File: config.mk
export PLATFORM = sky130hd
export DESIGN_NAME = clk_sched_ctrl
export DESIGN_NICKNAME = d
export VERILOG_FILES = /design/src/rtl/waveform_pkg.sv /design/src/rtl/tick_divider.sv /design/src/rtl/clk_sched_ctrl.sv
export SDC_FILE = /design/constraint.sdc
export NUM_CORES = 1
export LEC_CHECK = 0
export CAP_MARGIN = 15
export CORE_MARGIN = 2
export CORE_UTILIZATION = 30
export CTS_CLUSTER_SIZE = 24
export DETAILED_ROUTE_END_ITERATION = 8
export PLACE_DENSITY = 0.56
export REMOVE_ABC_BUFFERS = 1
export SYNTH_ARGS = -nofsm -noshare
export SYNTH_HDL_FRONTEND = slang
export SYNTH_SLANG_ARGS = --single-unit
File: constraint.sdc
create_clock -name clk -period 1.8 [get_ports clk]
set_input_delay 0.36 -clock clk [delete_from_list [all_inputs] [get_ports clk]]
set_output_delay 0.36 -clock clk [all_outputs]
set_load 0.05 [all_outputs]
File: src/rtl/waveform_pkg.sv
// Shared types and defaults for the waveform sandbox run controller.
//   sched_state_t : run controller states
//   DEF_*         : default divide ratios and run length
//   div_cnt_width : counter width needed to count 0..div-1 (at least 1 bit)
package waveform_pkg;

   typedef enum logic [1:0] {
      IDLE = 2'd0,
      RUN  = 2'd1,
      DONE = 2'd2
   } sched_state_t;

   localparam int unsigned DEF_FAST_DIV   = 1;
   localparam int unsigned DEF_MED_DIV    = 100;
   localparam int unsigned DEF_SLOW_DIV   = 1000;
   localparam int unsigned DEF_RUN_CYCLES = 20000;
   localparam int unsigned DEF_CW         = 32;

   function automatic int unsigned div_cnt_width(input int unsigned div);
      if (div <= 1) return 1;
      return $clog2(div);
   endfunction

endpackage

File: src/rtl/tick_divider.sv
// Programmable tick divider: one-cycle strobe each time the counter wraps
// and a square wave that toggles with every strobe.
//   clk, rst : clock, async active-high reset
//   clr      : clear counter and wave (takes priority over run)
//   run      : advance the counter on this edge
//   strobe   : registered one-cycle tick every DIV run edges
//   wave     : registered toggle on each strobe
module tick_divider
   import waveform_pkg::*;
#(
   parameter int unsigned DIV = 1
) (
   input  logic clk,
   input  logic rst,
   input  logic clr,
   input  logic run,
   output logic strobe,
   output logic wave
);

   localparam int unsigned CNT_W = div_cnt_width(DIV);

   logic [CNT_W-1:0] cnt_q, cnt_d;
   logic             strobe_q, strobe_d;
   logic             wave_q, wave_d;
   logic             wrap;

   // Next-state: strobe only ever rises on a wrapping run edge, so it drops
   // automatically one cycle later (or stays high every cycle when DIV=1).
   always_comb begin
      wrap     = (cnt_q == CNT_W'(DIV - 1));
      cnt_d    = cnt_q;
      strobe_d = 1'b0;
      wave_d   = wave_q;
      if (clr) begin
         cnt_d  = '0;
         wave_d = 1'b0;
      end else if (run) begin
         if (wrap) begin
            cnt_d    = '0;
            strobe_d = 1'b1;
            wave_d   = ~wave_q;
         end else begin
            cnt_d = cnt_q + CNT_W'(1);
         end
      end
   end

   always_ff @(posedge clk or posedge rst) begin
      if (rst) begin
         cnt_q    <= '0;
         strobe_q <= 1'b0;
         wave_q   <= 1'b0;
      end else begin
         cnt_q    <= cnt_d;
         strobe_q <= strobe_d;
         wave_q   <= wave_d;
      end
   end

   assign strobe = strobe_q;
   assign wave   = wave_q;

endmodule

File: src/rtl/clk_sched_ctrl.sv
// Run controller and tick scheduler: one clock, three registered enable
// strobes with matching square waves, and a bounded run length.
//   clk, rst              : clock, async active-high reset
//   start, stop           : level-sampled run control (stop wins)
//   fast/med/slow_en      : one-cycle strobes every *_DIV run cycles
//   fast/med/slow_wave    : toggle on each matching strobe
//   busy, done            : RUN / DONE state flags
//   cycle_cnt             : run cycles elapsed
module clk_sched_ctrl
   import waveform_pkg::*;
#(
   parameter int unsigned FAST_DIV   = DEF_FAST_DIV,
   parameter int unsigned MED_DIV    = DEF_MED_DIV,
   parameter int unsigned SLOW_DIV   = DEF_SLOW_DIV,
   parameter int unsigned RUN_CYCLES = DEF_RUN_CYCLES,
   parameter int unsigned CW         = DEF_CW
) (
   input  logic          clk,
   input  logic          rst,
   input  logic          start,
   input  logic          stop,
   output logic          fast_en,
   output logic          med_en,
   output logic          slow_en,
   output logic          fast_wave,
   output logic          med_wave,
   output logic          slow_wave,
   output logic          busy,
   output logic          done,
   output logic [CW-1:0] cycle_cnt
);

   sched_state_t  state_q, state_d;
   logic [CW-1:0] cycle_cnt_q, cycle_cnt_d;
   logic          busy_q, busy_d;
   logic          done_q, done_d;
   logic          last_cycle;
   logic          div_clr;
   logic          div_run;

   // Next state, cycle counter and divider controls.
   always_comb begin
      state_d     = state_q;
      cycle_cnt_d = cycle_cnt_q;
      last_cycle  = (cycle_cnt_q == CW'(RUN_CYCLES - 1));

      case (state_q)
         IDLE: begin
            if (start && !stop) begin
               state_d     = RUN;
               cycle_cnt_d = '0;
            end
         end
         RUN: begin
            // The abort edge is still a run cycle, so it is counted.
            cycle_cnt_d = cycle_cnt_q + CW'(1);
            if (stop)            state_d = IDLE;
            else if (last_cycle) state_d = DONE;
         end
         DONE: begin
            if (stop) begin
               state_d = IDLE;
            end else if (start) begin
               state_d     = RUN;
               cycle_cnt_d = '0;
            end
         end
         default: state_d = IDLE;
      endcase

      // Dividers advance only on edges that stay in RUN, which suppresses a
      // strobe on the final or abort edge. Waves clear on RUN entry and in IDLE.
      div_run = (state_q == RUN) && (state_d == RUN);
      div_clr = (state_d == IDLE) || ((state_d == RUN) && (state_q != RUN));

      busy_d = (state_d == RUN);
      done_d = (state_d == DONE);
   end

   always_ff @(posedge clk or posedge rst) begin
      if (rst) begin
         state_q     <= IDLE;
         cycle_cnt_q <= '0;
         busy_q      <= 1'b0;
         done_q      <= 1'b0;
      end else begin
         state_q     <= state_d;
         cycle_cnt_q <= cycle_cnt_d;
         busy_q      <= busy_d;
         done_q      <= done_d;
      end
   end

   tick_divider #(.DIV(FAST_DIV)) u_fast (
      .clk    (clk),
      .rst    (rst),
      .clr    (div_clr),
      .run    (div_run),
      .strobe (fast_en),
      .wave   (fast_wave)
   );

   tick_divider #(.DIV(MED_DIV)) u_med (
      .clk    (clk),
      .rst    (rst),
      .clr    (div_clr),
      .run    (div_run),
      .strobe (med_en),
      .wave   (med_wave)
   );

   tick_divider #(.DIV(SLOW_DIV)) u_slow (
      .clk    (clk),
      .rst    (rst),
      .clr    (div_clr),
      .run    (div_run),
      .strobe (slow_en),
      .wave   (slow_wave)
   );

   assign busy      = busy_q;
   assign done      = done_q;
   assign cycle_cnt = cycle_cnt_q;

endmodule
==> results.md <==
- Initial antenna violation count: 0
- Critical Path End Type: flip-flop
- Grt ovf: 0
- Initial Utilization: 0.310
- Net count, final: 450
- Failing checks: setup timing
- Max-cap viol count: 0
- Switching Share: 0.270
- Req. time, crit path: 2.07 ns
- RSZ-0062 raised after global routing: true
- Worst Tran Pin Value: 0.389 ns
- Chip width: 105 um
- Register share of total power: 0.424
- Most common cell after layout, fill and taps aside: buf_4
- TritonCTS Sinks: 59
- Root buf cell: clkbuf_8
- Drt first pass iters: 4
- Mapped Area: 3040 sq um
- Final antenna diode count: 0
- Pin count of the biggest net entering global routing: 51
- Fin Hold WS: 0.354 ns
- Final hold violation count: 0
- H-tree depth: 3
- Routed wire per std cell: 14.8 um
- Post-layout min period: 1.83 ns
- Seq/Total Area, Yosys: 0.486
- Crit path largest cell delay: 0.46 ns
- First-pass GRT wire length: 14300 um
- Internal power: 2.38 mW
- CP Max Fanout: 5
- Final worst-path cycle share: 1.02
- Clock power share: 0.432
- Layout cells sized above 1: 0.442
- Worst-path clk slew: 0.08 ns
- Number of global-route vias before repair: 2903
- Worst Setup Start Kind: flip-flop
- Fmax: 547 MHz
- CTS tree: yes
- Gate power share: 0.143
- Post-route cell area: 4720 sq um
- Vias/cell: 5.07
- Post-synthesis average cell area: 9.77 sq um
- Routed Antenna Nets: 0
- CORE AREA: 9820 sq um
- Clk Latency, worst-skew pair: 0.35 ns
- Die ar.: 11000 sq um
- Commonest non-fill, non-tap cells in the layout: buf_4 (111), dfrtp_1 (59), nand2_1 (33), nand3_1 (25), o21ai_0 (24)
- DPL Wire Length: 5880 um
- Setup TNS: -0.0775 ns
- Vias: 2948
- Buf/Inv on CP: 2
- CTS max path bufs: 2
- I/O pins: 44
- Gp weighted congestion: 0.823
- Relative slew slack: 0.741
- Worst Path Arrival: 2.10 ns
- Power density over the cells: 692 nW/um^2
- Dpl cell area: 4080 sq um
- CTS Buf Count: 9
- DRT iter0 DRCs: 114
- Util after Layout: 0.481
- Post-route DRC: 0
- P_sw: 883 uW
- Worst min path class: input port to async pin
- Run status: finished with violations
- Post-synth EDFFs: 0
- Critical path cell sequence: ha_2, nand4_1, nor4_4, buf_4, buf_6, or4_4, a31oi_1
- Total track usage: 0.161
- Ys Warns: 0
- Final worst setup slack: -0.0273 ns
- CP top delay family: simple AND/OR/NAND/NOR gates
- Clk_skew: 0.0143 ns
- Finish-stage setup viols: 9
- Max Slew Vio Count: 0
- VDD IR max: 0.000326 V
- Die H: 105 um
- Detailed-route wire length: 8610 um
- Yosys reg bits: 59
- Port Buffers: 43
- Crit Path Category: flip-flop to flip-flop
- Worst path slowest cell: or4_4
- Distinct cells, synth: 50
- Main synth FF type: dfrtp_1
- Leak: 2.07 nW
- Syn-to-layout area delta: 55.4%
- Overall power: 3.27 mW
- Post-cts hold buffer count: 0
- Mapped Cells: 311
- Async set-reset flop share out of synthesis: 1.00
- Num rows: 36
==> power by group through the flow <==
stage                     Combinational [mW]  Clock (mW)  Sequential [mW]
final                                  0.468        1.41             1.39
after global routing                   0.509        1.50             1.39
after CTS                              0.452        1.44             1.39
after detailed placement               0.442           0             1.41
after global placement                 0.440           0             1.41
after floorplan                        0.121           0             1.53
==> synthesized netlist by cell type, types with 2 or more instances <==
master	instances	area (sq um)
nor4_1	6	37.5
and3_1	4	25.0
inv_1	5	18.8
buf_6	2	22.5
nor4_2	2	25.0
o31ai_2	2	25.0
nand3b_1	2	15.0
nand2b_1	2	12.5
clkbuf_1	3	11.3
o21ai_0	30	150
a21oi_1	16	80.1
nand4_1	15	93.8
buf_2	3	15.0
o32ai_2	2	32.5
o31ai_1	13	97.6
or4_2	2	17.5
o211ai_1	9	67.6
nand2_1	37	139
nand3_1	26	130
nor2_1	14	52.6
a31oi_1	5	31.3
or4_1	6	45.0
dfrtp_1	59	1480
or3_1	8	50.1
buf_1	2	7.51
nor4b_1	2	17.5
o41ai_1	2	17.5
nor4_4	2	42.5
ha_1	3	37.5
mux2i_1	7	70.1
==> through the flow <==
| stage | setup WS [ns] | instances |
|---|---|---|
| final | -0.0273 | 581 |
| after global routing | -0.131 | 581 |
| after CTS | -0.0683 | 570 |
| after detailed placement | -0.351 | 549 |
| after global placement | -0.326 | 549 |
| after floorplan | -0.555 | 300 |
==> flip-flops by register name (all words and copies together), names as in the netlist, 2 cells and up <==
register	flops
cycle_cnt	32
state_q	2
u_med.cnt_q	7
u_slow.cnt_q	10
==> cells by family (layout without fill, tap and decap cells) <==
family	Yosys count	in the layout	synth area share
AOI/OAI and AO/OA	82	83	0.175
adders and majority gates	3	3	0.0124
DFF	59	59	0.486
buffers and inverters	16	151	0.0272
and+or+nand+nor	143	144	0.274
muxes	7	7	0.0231
xor gates and xnor gates	1	1	0.00288
==> final cells by class <==
cell class	instances	area (sq um)
Clock buffer	12	155
Sequential cell	59	1480
Timing Repair Buffer	130	1090
Tap cell	133	166
Fill cell	970	5100
Inverter	5	18.8
Multi-Input combinational cell	238	1750
Clock inverter	4	72.6
==> final timing paths <==
check | from | end | slack (ns) | cells past startpoint
worst max-delay path | cycle_cnt[0]$_DFFE_PP0P_ | u_slow.wave$_DFFE_PP0P_ | -0.03 | 7
worst min-delay path | rst | cycle_cnt[24]$_DFFE_PP0P_ | 0.35 | 3
worst max register to register | cycle_cnt[0]$_DFFE_PP0P_ | u_slow.wave$_DFFE_PP0P_ | -0.03 | 7
worst min register to register | u_fast.wave$_DFFE_PP0P_ | u_fast.wave$_DFFE_PP0P_ | 0.52 | 1
max in group asynchronous | rst | u_slow.cnt_q[2]$_DFFE_PP0P_ | 1.15 | 3
min in group clk | u_fast.wave$_DFFE_PP0P_ | u_fast.wave$_DFFE_PP0P_ | 0.52 | 1
==> tightest hold or removal path: stages <==
cell             delay (ns)
clkdlybuf4s50_1        0.42
inv_2                  0.08
buf_4                  0.19
==> per-layer routing <==
metal,up-vias,routed length (um),track usage
met1,1434,3970,0.203
met2,44,4280,0.278
met5,-,0,0
met4,0,65,0.0324
met3,8,301,0.0430
li1,1462,-,-
==> what timing repair did <==
action | in CTS | in global routing
gates cloned | 1 | 1
pin swaps | 14 | 20
setup endpoints to repair | 39 | 46
gates resized for setup | 28 | 43
buffers inserted | 4 | 11
(Power assumes the default switching activity.)
